## src/rtl/fbank_owner_arb.sv

```systemverilog
// Feature-map bank ownership arbiter: grants the bank write port to one
// channel at a time. The host channel owns the bank when no one else does.
module fbank_owner_arb #(
  parameter int unsigned N_CH    = 2,
  parameter int unsigned ADDR_W  = 15,
  parameter int unsigned DATA_W  = 8,
  parameter int unsigned HOST_CH = 0,
  parameter int unsigned TIMEOUT = 0
) (
  input  logic                     clk,
  input  logic                     rst,
  input  logic [N_CH*ADDR_W-1:0]   m_waddr,
  input  logic [N_CH*DATA_W-1:0]   m_wdata,
  input  logic [N_CH-1:0]          m_wen,
  input  logic [N_CH-1:0]          req,
  input  logic [N_CH-1:0]          rel,
  output logic [ADDR_W-1:0]        bank_waddr,
  output logic [DATA_W-1:0]        bank_wdata,
  output logic                     bank_wen,
  output logic [((N_CH > 1) ? $clog2(N_CH) : 1)-1:0] owner,
  output logic                     busy,
  output logic                     timeout_err
);

  localparam int unsigned OW    = (N_CH > 1) ? $clog2(N_CH) : 1;
  localparam int unsigned CNT_W = (TIMEOUT > 0) ? $clog2(TIMEOUT + 1) : 1;
  localparam logic [N_CH-1:0] HOST_MASK = {{(N_CH-1){1'b0}}, 1'b1} << HOST_CH;

  typedef enum logic [1:0] {IDLE, HANDOFF, OWNED} state_t;

  state_t            state, state_n;
  logic [OW-1:0]     owner_n;
  logic              busy_n, terr_n;
  logic [N_CH-1:0]   pend, pend_n;
  logic [CNT_W-1:0]  cnt, cnt_n;
  logic [N_CH-1:0]   own_mask, req_nh;
  logic              rel_own, req_own, wd_hit;
  logic [OW-1:0]     sel;

  function automatic logic [OW-1:0] lowest(input logic [N_CH-1:0] m);
    logic [OW-1:0] r;
    r = OW'(HOST_CH);
    for (int i = N_CH - 1; i >= 0; i--) if (m[i]) r = OW'(i);
    return r;
  endfunction

  function automatic logic [N_CH-1:0] onehot(input logic [OW-1:0] o);
    logic [N_CH-1:0] r;
    for (int i = 0; i < N_CH; i++) r[i] = (o == OW'(i));
    return r;
  endfunction

  // Bank write-port mux follows the registered owner; writes blocked in HANDOFF.
  always_comb begin
    bank_waddr = '0;
    bank_wdata = '0;
    bank_wen   = 1'b0;
    for (int i = 0; i < N_CH; i++) begin
      if (owner == OW'(i)) begin
        bank_waddr = m_waddr[i*ADDR_W +: ADDR_W];
        bank_wdata = m_wdata[i*DATA_W +: DATA_W];
        bank_wen   = m_wen[i] && (state != HANDOFF);
      end
    end
  end

  always_comb begin
    own_mask = onehot(owner);
    req_nh   = req & ~HOST_MASK;
    rel_own  = |(rel & own_mask);
    req_own  = |(req & own_mask);
    wd_hit   = (TIMEOUT != 0) && (state == OWNED) && (cnt == CNT_W'(TIMEOUT - 1));
  end

  // Next-state and next-output logic.
  always_comb begin
    state_n = state;
    owner_n = owner;
    busy_n  = busy;
    terr_n  = timeout_err;
    pend_n  = pend;
    cnt_n   = cnt;
    sel     = OW'(HOST_CH);
    case (state)
      IDLE: begin
        pend_n = pend | req_nh;
        if (pend_n != '0) begin
          sel     = lowest(pend_n);
          pend_n  = pend_n & ~onehot(sel);
          owner_n = sel;
          busy_n  = 1'b1;
          state_n = HANDOFF;
        end
      end
      HANDOFF: begin
        pend_n = pend | (req_nh & ~own_mask);
        if (owner != OW'(HOST_CH)) begin
          state_n = OWNED;
          cnt_n   = '0;
        end else begin
          state_n = IDLE;
          busy_n  = 1'b0;
        end
      end
      OWNED: begin
        pend_n = pend | (req_nh & ~own_mask);
        cnt_n  = cnt + CNT_W'(1);
        if (wd_hit) terr_n = 1'b1;
        if (rel_own || wd_hit) begin
          // Owner's own re-request only queues; it is granted later by priority.
          if (req_own) pend_n = pend_n | own_mask;
          state_n = HANDOFF;
          if (pend != '0) begin
            sel     = lowest(pend);
            pend_n  = pend_n & ~onehot(sel);
            owner_n = sel;
            busy_n  = 1'b1;
          end else begin
            owner_n = OW'(HOST_CH);
            busy_n  = 1'b0;
          end
        end
      end
      default: state_n = IDLE;
    endcase
  end

  always_ff @(posedge clk) begin
    if (rst) begin
      state       <= IDLE;
      owner       <= OW'(HOST_CH);
      busy        <= 1'b0;
      timeout_err <= 1'b0;
      pend        <= '0;
      cnt         <= '0;
    end else begin
      state       <= state_n;
      owner       <= owner_n;
      busy        <= busy_n;
      timeout_err <= terr_n;
      pend        <= pend_n;
      cnt         <= cnt_n;
    end
  end

endmodule

```

## config.mk

```make
export PLATFORM = sky130hd
export DESIGN_NAME = fbank_owner_arb
export DESIGN_NICKNAME = d
export VERILOG_FILES = /design/src/rtl/fbank_owner_arb.sv
export SDC_FILE = /design/constraint.sdc
export NUM_CORES = 1
export LEC_CHECK = 0
export BUFFER_PORTS_ARGS = -buffer_cell sky130_fd_sc_hd__buf_2
export CORE_MARGIN = 2
export CORE_UTILIZATION = 37
export DETAILED_ROUTE_END_ITERATION = 6
export HOLD_SLACK_MARGIN = 0.06
export PLACE_DENSITY = 0.85
export SLEW_MARGIN = 20
export SYNTH_ARGS = -nofsm -noshare
export SYNTH_HDL_FRONTEND = slang
export SYNTH_SLANG_ARGS = --single-unit
```

## constraint.sdc

```tcl
create_clock -name clk -period 3.1 [get_ports clk]
set_input_delay 0.31 -clock clk [delete_from_list [all_inputs] [get_ports clk]]
set_output_delay 0.31 -clock clk [all_outputs]
set_load 0.05 [all_outputs]
```

== After elaboration in Yosys (flattened, before gate mapping) ==
Cells that the tools add are included.

* Equality and inequality tests: 6
* Muxes and demuxes: 32
* Bitwise gates (word level): 14
* Reduce and logical (&&, ||, !) cells: 12

{| class="wikitable"
|+ Operators by type and width
! kind !! count
|-
| two-way mux 2 bit || 9
|-
| two-way mux 1 bit || 17
|-
| two-way mux 15 bit || 1
|-
| one-hot mux 2 bit (3 select lines) || 2
|-
| bitwise AND 2 bit || 5
|-
| two-way mux 8 bit || 1
|-
| inequality test 2 bit (second input constant) || 3
|-
| inverter 2 bit || 3
|-
| OR 2 bit || 3
|-
| nonzero test 2 bit || 3
|-
| AND reduction 4 bit || 1
|-
| OR reduction 2 bit || 2
|-
| inverter 1 bit || 3
|-
| one-hot mux 1 bit (3 select lines) || 1
|-
| AND reduction 3 bit || 1
|-
| nonzero test 3 bit || 1
|-
| == test 2 x 1 -> 1 bit (second input constant) || 1
|-
| == test 2 bit (second input constant) || 1
|-
| logical AND 1 bit || 2
|-
| logical NOT 2 bit || 1
|-
| inequality test 2 x 1 -> 1 bit (second input constant) || 1
|-
| one-hot mux 1 bit (2 select lines) || 1
|-
| AND reduction 2 bit || 1
|}

* Register bits after elaboration: 6
* Output and inout port bits: 27
* Word-level logic and storage cells: 68

== Longest topological paths before layout ==
Gate-level depths: netlist of the first run.

* Depth after elaboration: 12
* Mapped depth: 7

== Worst setup path after synthesis of the first run ==
OpenSTA, ideal clock, no wires.

* Path type: register -> output
* From: register owner
* To: output bank_wen
* Data arrival time: 1897 ps
* Required time: 2790 ps
* Setup slack: 893 ps
* Stages on the path, launching flop included: 5
* Path buffers: 2
* Cell sequence: dfxtp_1 > buf_2 > buf_2 > mux2i_1 > nor2_1

* Longest elaborated chain between the ends: 1

{| class="wikitable"
|+ RTL lines
! element !! RTL line !! text
|-
| start, declared || 20 || <nowiki>output logic [((N_CH > 1) ? $clog2(N_CH) : 1)-1:0] owner,</nowiki>
|-
| start signal, assigned || 131 || <nowiki>owner <= OW'(HOST_CH);</nowiki>
|-
| start signal, assigned || 138 || <nowiki>owner <= owner_n;</nowiki>
|-
| two-way mux 1 bit || 59 || <nowiki>if (owner == OW'(i)) begin</nowiki>
|-
| end, declared || 19 || <nowiki>output logic bank_wen,</nowiki>
|}

No other way between the ends.

== Final worst setup path of the first run ==
* From: register owner
* To: output bank_waddr[14]

* Longest elaborated chain between the ends: 1

{| class="wikitable"
|+ RTL lines
! element !! RTL line !! text
|-
| two-way mux 15 bit || 59 ||
|-
| end, declared || 17 || <nowiki>output logic [ADDR_W-1:0] bank_waddr,</nowiki>
|}

No other way between the ends.

==> results of run 1 <==
==> critical path: cells and delay by family, from the launching register on <==
family | cells | cell delay [ns]
muxes | 1 | 0.36
buffers and inverters | 2 | 0.54
DFF | 1 | 0.60
==> layout make-up <==
| cell class | count | area (um2) |
|---|---|---|
| Inverter | 5 | 18.8 |
| Fill cell | 176 | 754 |
| Sequential cell | 6 | 120 |
| Tap cell | 27 | 33.8 |
| Multi-Input combinational cell | 63 | 589 |
| Timing Repair Buffer | 80 | 403 |
| Clock buffer | 3 | 22.5 |
==> routing by layer <==
metal	global-route usage [%]	wire length [um]	vias to the layer above
met5	0	0	-
met4	4.29	27	0
met3	5.52	244	4
met2	43.5	1550	65
met1	27.4	1100	430
li1	-	-	448
==> path summary, 6_finish.rpt <==
check | startpoint | to | slack (ns) | cells after the start
worst max register to register | owner$_SDFFE_PP0P_ | owner$_SDFFE_PP0P_ | 1.21 | 4
worst min-delay path | rst | busy$_SDFFE_PP0P_ | 0.35 | 2
worst max-delay path | owner$_SDFFE_PP0P_ | bank_waddr[14] | 1.01 | 3
worst min register to register | busy$_SDFFE_PP0P_ | busy$_SDFFE_PP0P_ | 0.51 | 2
==> kinds of logic (layout without fill, tap and decap cells) <==
| kind of cell | after synthesis | in the layout | synth area share [%] |
|---|---|---|---|
| buffers and inverters | 11 | 88 | 6.59 |
| AND/OR/NAND/NOR | 15 | 15 | 12.0 |
| AO/OA/AOI/OAI | 14 | 14 | 15.5 |
| other | 1 | 1 | 0.494 |
| flip-flops | 6 | 6 | 15.8 |
| adder cells (fa/ha/maj) | 5 | 5 | 8.24 |
| multiplexers | 28 | 28 | 41.4 |
==> placed cells by master (no fill, tap or decap), types with 2 or more instances in the layout <==
cell and count:
buf_2 79, mux2_2 23, nor2_1 6, dfxtp_1 6, ha_1 5, inv_1 4, mux2i_1 4, clkbuf_4 3
a21oi_1 2, o21ai_0 2, nand2_1 2, o31ai_1 2
==> stage by stage <==
stage	setup slack, ns	power, mW	instance area, um2	util [%]	cells
after floorplan	0.893	0.468	759	-	80
after global placement	1.33	0.557	1160	60.0	181
after detailed placement	1.30	0.567	1160	60.0	181
after CTS	1.02	0.645	1190	61.1	184
after global routing	0.919	0.674	1190	61.1	184
final	1.01	0.652	1190	61.1	184
==> where the power goes <==
part	internal [mW]	switching, mW	total, mW	leakage, nW
registers	0.0885	0.0197	0.108	0.0492
clock network	0.0445	0.0379	0.0824	0.0138
logic	0.159	0.303	0.462	0.540
==> flip-flops by register name (all words and copies together) (netlist names) <==
| name | cells |
|---|---|
| busy | 1 |
| pend | 2 |
| state | 2 |
| owner | 1 |
==> run metrics, run 1 <==
WL per Instance 15.8 um; first-pass GRT wire length 4.35 mm; clk_lat worst skew 0.27 ns; antenna violations before repair 0; CTS tree done; Synth area leader mux2_2; Worst Skew 0.0150 ns; Total Wirelength 2.92 mm; count leader, synth mux2_2; Die X 49.3 um; fin crit share 67.5%; Setup CP Type reg2out; Max VDD drop 0.394 mV; total die area 0.00243 mm2; Seq/Total Area, Yosys 15.8%; crit path launch type register; initial drt markers 41; dominant cells by area after synthesis mux2_2 (34%), dfxtp_1 (16%), ha_1 (8.2%); crit path DAT 1.78 ns; clock buffer depth 2; Power Dens Cells 549 mW/mm2; CP max stage delay 0.60 ns; Synth Cell Area 759 um2; Slew headroom 62.0%; Final min period 2.09 ns; CTS H-Tree Depth 1; critical-path cell list buf_4 > mux2_2 > buf_2; post-CTS resize count 0; clock sink count 6; Synth Flop Type dfxtp_1; syn_area_per_cell 9.49 um2; status finished clean; post-synthesis instance total 80; drt via density 5.15; Setup-failing EPs final 0; I/O pin count 81; CTS Hold Buffers Added 0; CTS Buf Count 3; Achievable Freq 478 MHz; Slowest-stage cell, CP dfxtp_1; Max-Cap Viols 0; max-slew violations 0; synth unique cells 31; Post-synth top cells mux2_2 (23), dfxtp_1 (6), nor2_1 (6); CP max FO 19; share of cells above drive strength 1 72.0%; # port buffers 79; core area 0.00194 mm2; crit end category primary output; height of the die 49.3 um; setup TNS 0 ns; Worst-path clk slew 0.06 ns; first-pass detailed-route iteration total 4; Hold Path Class in2reg; Slew @ Worst Pin 0.554 ns; Rows 16; Yosys warnings 0; initial core utilization 39.1%; RSZ-0062 raised after global routing no; DRC viols 0; Synth-to-Final Area Change 56.3%; Final ANT Viol Nets 0; Final #Nets 218; largest net degree at the start of global routing 20; n_diodes 0; Mapped Nets 139; flops & latches, synth 6; DP Wirelength 2.36 mm; Via Count 947; GRT overflow 0; Post CTS Setup Buffer Count 0; Final GP Congestion 0.807; asr flop ratio synth 0%; GRT Util Overall 23.6%; Worst Path Required 2.79 ns; Lkg Pwr 0.604 nW; EDFF count, synth 0; share of Yosys cell area claimed by the top area cell type 34.1%; vias in the first global route 864; Final Hold Viols 0; worst hold margin 0.354 ns; root buf cell clkbuf_4
(Power assumes the default switching activity.)
==> run 2: changes to the inputs <==
--- a/config.mk
+++ b/config.mk
@@ -7,10 +7,10 @@
 export LEC_CHECK = 0
 export BUFFER_PORTS_ARGS = -buffer_cell sky130_fd_sc_hd__buf_2
 export CORE_MARGIN = 2
-export CORE_UTILIZATION = 37
+export CORE_UTILIZATION = 31
 export DETAILED_ROUTE_END_ITERATION = 6
 export HOLD_SLACK_MARGIN = 0.06
-export PLACE_DENSITY = 0.85
+export PLACE_DENSITY = 0.76
 export SLEW_MARGIN = 20
 export SYNTH_ARGS = -nofsm -noshare
 export SYNTH_HDL_FRONTEND = slang
==> constraint.sdc (replaced) <==
create_clock -name clk -period 1.69 [get_ports clk]
set_input_delay 0.169 -clock clk [delete_from_list [all_inputs] [get_ports clk]]
set_output_delay 0.169 -clock clk [all_outputs]
set_load 0.05 [all_outputs]
==> run 2 against run 1 <==
Sequential share of layout area about the same. Clock power grew 66%. Count of clock-buffer cells in the layout is the same. Utilization is 7.0 points lower. Design area rose by 2.8%. Worst setup slack got worse by 0.96 ns. Die area up 18%. Total power increased by 84%. Combinational power increased by 88%. Hold slack lost 0.13 ns. Via count is 3.4% lower. Sequential power up 77%. Highest routed layer unchanged.
==> run metrics, run 2 (same netlist as run 1, synthesis figures left out) <==
status finished clean (unchanged); highest-count cells in the layout ignoring fill and taps buf_2 (79), mux2_2 (23), nor2_1 (5) (was buf_2 (79), mux2_2 (23), nor2_1 (6), dfxtp_1 (6), ha_1 (5)); Hold Path Class in2reg (unchanged); max-slew violations 0 (unchanged); GRT overflow 0 (unchanged); drt via density 4.89 (was 5.15); initial core utilization 33.7% (was 39.1%); total die area 0.00286 mm2 (was 0.00243 mm2); vias in the first global route 724 (was 864); Reg area 124 um2 (was 120 um2); WL per Instance 13.3 um (was 15.8 um); antenna violations before repair 0 (unchanged); CTS tree done (unchanged); Setup CP Type reg2out (unchanged); Setup Slack @ Placement 0.0762 ns (was 1.30 ns); Worst-path clk slew 0.05 ns (was 0.06 ns); Slew @ Worst Pin 0.503 ns (was 0.554 ns); Post CTS Setup Buffer Count 0 (unchanged); Achievable Freq 609 MHz; GRT Util Overall 14.9% (was 23.6%); Die X 53.5 um (was 49.3 um); clock sink count 6 (unchanged); largest net degree at the start of global routing 26 (was 20); Power Dens Cells 981 mW/mm2 (was 549 mW/mm2); n_diodes 0 (unchanged); crit path DAT 1.47 ns (was 1.78 ns); Rows 17 (was 16); initial drt markers 12 (was 41); total power 1.20 mW (was 0.652 mW); Max-Cap Viols 0 (unchanged); Layout Cells excl Fill 187 (was 184); RSZ-0062 raised after global routing no (unchanged); Finished Core Util 54.2% (was 61.1%); crit path launch type register (unchanged); Total Wirelength 2.50 mm (was 2.92 mm); fin crit share 97.2%; Synth-to-Final Area Change 60.8% (was 56.3%); height of the die 53.5 um (was 49.3 um); Slew headroom 65.5% (was 62.0%); first-pass detailed-route iteration total 4 (unchanged); post-CTS resize count 1 (was 0); Final ANT Viol Nets 0 (unchanged); worst hold margin 0.224 ns (was 0.354 ns); core area 0.00225 mm2 (was 0.00194 mm2); Worst Skew 0.00912 ns (was 0.0150 ns); DP Wirelength 2.11 mm (was 2.36 mm); DRC viols 0 (unchanged); Final Hold Viols 0 (unchanged); share of cells above drive strength 1 75.5% (was 72.0%); Final min period 1.64 ns; CP max FO 25 (was 19); Setup-failing EPs final 0 (unchanged); CTS H-Tree Depth 1 (unchanged); most common cell after layout, fill and taps aside buf_2 (unchanged); Placed Area 0.00119 mm2 (was 0.00116 mm2); crit end category primary output (unchanged); Lkg Pwr 0.615 nW (was 0.604 nW); Worst Path Required 1.52 ns (was 2.79 ns); CTS Hold Buffers Added 0 (unchanged); first-pass GRT wire length 3.08 mm (was 4.35 mm); I/O pin count 81 (unchanged); Via Count 915 (was 947); clk_lat worst skew 0.25 ns (was 0.27 ns); post-route cell area 0.00122 mm2 (was 0.00119 mm2); biggest regs pend (2), state (2) (unchanged); Final #Nets 220 (was 218); Placed Instances 184 (was 181); Max VDD drop 0.523 mV (was 0.394 mV); root buf cell clkbuf_4 (unchanged); # port buffers 79 (unchanged); Multi-input gate area 599 um2 (was 589 um2); CTS Buf Count 3 (unchanged); setup TNS 0 ns (unchanged); Setup WS post-layout 0.0479 ns (was 1.01 ns); clock buffer depth 2 (unchanged); Filler cells 213 (was 176); Final GP Congestion 0.727 (was 0.807)
[run 2: worst paths after layout]
path	start	end	slack (ns)	cells after the start
worst max-delay path	owner$_SDFFE_PP0P_	bank_waddr[10]	0.05	3
worst min-delay path	rst	state[1]$_SDFFE_PP0P_	0.22	2
worst min register to register	busy$_SDFFE_PP0P_	busy$_SDFFE_PP0P_	0.51	2
worst max register to register	state[0]$_SDFFE_PP0P_	owner$_SDFFE_PP0P_	0.12	6
[run 2: worst max-delay path, cell delays in order, from the launching register on]
cell and delay [ns]:
dfxtp_2 0.39, buf_6 0.25, mux2_2 0.37, buf_2 0.21
[run 2: layout make-up]
cell class / instances / share of cell area, %
Timing Repair Buffer: 82 / 34.5
Inverter: 5 / 1.54
Multi-Input combinational cell: 63 / 49.1
Tap cell: 28 / 2.87
Clock buffer: 3 / 1.84
Sequential cell: 6 / 10.1
[run 2: power breakdown]
group          total [mW]  internal (mW)  switching [mW]  leakage, nW
Sequential          0.191          0.165          0.0257       0.0503
Clock               0.137         0.0807          0.0563       0.0138
Combinational       0.870          0.309           0.561        0.550
[run 2: routing by layer]
metal / global-route usage (%) / up-vias / share of wire [%]
met5: 0 / - / 0
met4: 5.13 / 0 / 1.0
met3: 3.39 / 4 / 8.9
met2: 27.4 / 52 / 53
met1: 16.3 / 412 / 37
li1: - / 447 / -
==> run 3: changes to the inputs <==
--- a/config.mk
+++ b/config.mk
@@ -7,10 +7,10 @@
 export LEC_CHECK = 0
 export BUFFER_PORTS_ARGS = -buffer_cell sky130_fd_sc_hd__buf_2
 export CORE_MARGIN = 2
-export CORE_UTILIZATION = 31
+export CORE_UTILIZATION = 34
 export DETAILED_ROUTE_END_ITERATION = 6
 export HOLD_SLACK_MARGIN = 0.06
-export PLACE_DENSITY = 0.76
+export PLACE_DENSITY = 0.79
 export SLEW_MARGIN = 20
 export SYNTH_ARGS = -nofsm -noshare
 export SYNTH_HDL_FRONTEND = slang
==> constraint.sdc (replaced) <==
create_clock -name clk -period 1.75 [get_ports clk]
set_input_delay 0.175 -clock clk [delete_from_list [all_inputs] [get_ports clk]]
set_output_delay 0.175 -clock clk [all_outputs]
set_load 0.05 [all_outputs]
==> run 3 against run 2 <==
First-iteration DRC count grew 83%. Sequential share of layout area fell by 0.19 points. Largest power group unchanged. Critical endpoint is now busy$_SDFFE_PP0P_. Utilization up 2.1 points. Worst setup slack gained 0.086 ns. Sequential power fell by 7%. Non-clock buffer count is the same.
==> run metrics, run 3 (same netlist as run 1, synthesis figures left out) <==
status finished clean (unchanged); CP max FO 11 (was 25); FF-to-FF End busy$_SDFFE_PP0P_ (was owner$_SDFFE_PP0P_); # port buffers 79 (unchanged); CTS tree done (unchanged); CP max stage delay 0.38 ns (was 0.39 ns); reg2reg start state[0]$_SDFFE_PP0P_ (unchanged); DP Wirelength 2.01 mm (was 2.11 mm); max-slew violations 0 (unchanged); Setup Slack @ Placement 0.105 ns (was 0.0762 ns); Via Count 914 (was 915); total die area 0.00263 mm2 (was 0.00286 mm2); RSZ-0062 raised after global routing no (unchanged); HP Start rst (unchanged); Total Wirelength 2.39 mm (was 2.50 mm); first-pass GRT wire length 3.26 mm (was 3.08 mm); Worst-path clk slew 0.05 ns (about the same); crit end category register (was primary output); CP Buf/Inv Count 1 (was 2); Achievable Freq 619 MHz; Rows 17 (unchanged); clock sink count 6 (unchanged); largest net degree at the start of global routing 16 (was 26); Final #Nets 220 (unchanged); GRT Util Overall 17.1% (was 14.9%); crit path DAT 1.76 ns (was 1.47 ns); GRT overflow 0 (unchanged); most common cell after layout, fill and taps aside buf_2 (unchanged); critical-path cell list inv_1 > ha_1 > a2111oi_4 > mux2i_1 > nor2_1 (was buf_6 > mux2_2 > buf_2); root buf cell clkbuf_4 (unchanged); Placed Area 0.00119 mm2 (unchanged); hold endpoint state[1]$_SDFFE_PP0P_ (unchanged); Worst Skew 0.00705 ns (was 0.00912 ns); count of cells along the worst register-to-register path 5 (was 6); Final min period 1.62 ns; n_diodes 0 (unchanged); Top delay family on crit path flip-flops (was buffers and inverters); total power 1.16 mW (was 1.20 mW); Setup CP Type reg2reg (was reg2out); Max VDD drop 0.524 mV (was 0.523 mV); WL per Instance 12.8 um (was 13.3 um); Hold Path Class in2reg (unchanged); Lkg Pwr 0.617 nW (was 0.615 nW); share of cells above drive strength 1 73.6% (was 75.5%); initial core utilization 35.0% (was 33.7%); height of the die 51.3 um (was 53.5 um); CTS H-Tree Depth 1 (unchanged); Setup WS post-layout 0.134 ns (was 0.0479 ns); post-route cell area 0.00122 mm2 (about the same); Synth-to-Final Area Change 60.6% (was 60.8%); core area 0.00217 mm2 (was 0.00225 mm2); initial drt markers 22 (was 12); Power Dens Cells 952 mW/mm2 (was 981 mW/mm2); drt via density 4.89 (about the same); Slew @ Worst Pin 0.566 ns (was 0.503 ns); clock buffer depth 2 (unchanged); Final Hold Viols 0 (unchanged); first-pass detailed-route iteration total 4 (unchanged); Final GP Congestion 0.779 (was 0.727); Post CTS Setup Buffer Count 0 (unchanged); Slew headroom 61.2% (was 65.5%); Worst Path Required 1.89 ns (was 1.52 ns); cell depth of the worst min-delay path 2 (unchanged); Die X 51.3 um (was 53.5 um); Max-Cap Viols 0 (unchanged); antenna violations before repair 0 (unchanged); vias in the first global route 772 (was 724); crit path launch type register (unchanged); I/O pin count 81 (unchanged); CTS Buf Count 3 (unchanged); clk_lat worst skew 0.26 ns (was 0.25 ns); setup TNS 0 ns (unchanged); fin crit share 92.4%; Slowest-stage cell, CP dfxtp_1 (was dfxtp_2); FF-to-FF setup slack 0.13 ns (was 0.12 ns); biggest regs pend (2), state (2) (unchanged); DRC viols 0 (unchanged); Final ANT Viol Nets 0 (unchanged); highest-count cells in the layout ignoring fill and taps buf_2 (79), mux2_2 (23), nor2_1 (5), ha_1 (5), dfxtp_1 (5) (was buf_2 (79), mux2_2 (23), nor2_1 (5)); Setup-failing EPs final 0 (unchanged)
run 3: report_power, final:
group	internal [mW]	switching (mW)	total [mW]
sequential	0.158	0.0196	0.178
clock	0.0783	0.0609	0.139
combinational	0.298	0.547	0.844
run 3: layout make-up:
type | instances | area, um2
Clock buffer | 3 | 22.5
Fill cell | 198 | 950
Inverter | 5 | 18.8
Multi-Input combinational cell | 63 | 604
Sequential cell | 6 | 121
Tap cell | 28 | 35.0
Timing Repair Buffer | 82 | 418
run 3: what timing repair did:
item | in CTS | in global routing
hold buffers | 0 | 0
resized for setup | 0 | 1
endpoints found under the setup margin | 0 | 1
hold endpoints to repair | 0 | 0
run 3: worst reg2reg max path, cell delays in order, from the launching register on:
cell	delay (ns)
dfxtp_1	0.38
inv_1	0.10
ha_1	0.38
a2111oi_4	0.37
mux2i_1	0.23
nor2_1	0.05
run 3: metal layers:
metal	global-route usage, %	part of all wire (%)
met1	17.6	37
met3	5.85	8.7
met5	0	0
met2	31.4	53
met4	6.58	1.1
run 3: worst max path at each step:
| stage | start | end | cells after the start | slack, ns |
|---|---|---|---|---|
| 2_1_floorplan | owner$_SDFFE_PP0P_ | bank_waddr[12] | 3 | 0.14 |
| 3_3_place_gp | state[0]$_SDFFE_PP0P_ | owner$_SDFFE_PP0P_ | 5 | 0.18 |
| 3_5_place_dp | state[0]$_SDFFE_PP0P_ | owner$_SDFFE_PP0P_ | 5 | 0.10 |
| 4_1_cts | state[0]$_SDFFE_PP0P_ | owner$_SDFFE_PP0P_ | 5 | 0.11 |
| 5_1_grt | state[0]$_SDFFE_PP0P_ | busy$_SDFFE_PP0P_ | 6 | 0.002 |
| 6_report | state[0]$_SDFFE_PP0P_ | busy$_SDFFE_PP0P_ | 5 | 0.13 |
run 3: through the flow:
stage	cells	util, %	hold WS, ns
after floorplan	80	-	0.407
after global placement	184	54.8	0.471
after detailed placement	184	54.8	0.482
after CTS	187	55.9	0.201
after global routing	187	56.2	0.224
final	187	56.2	0.211
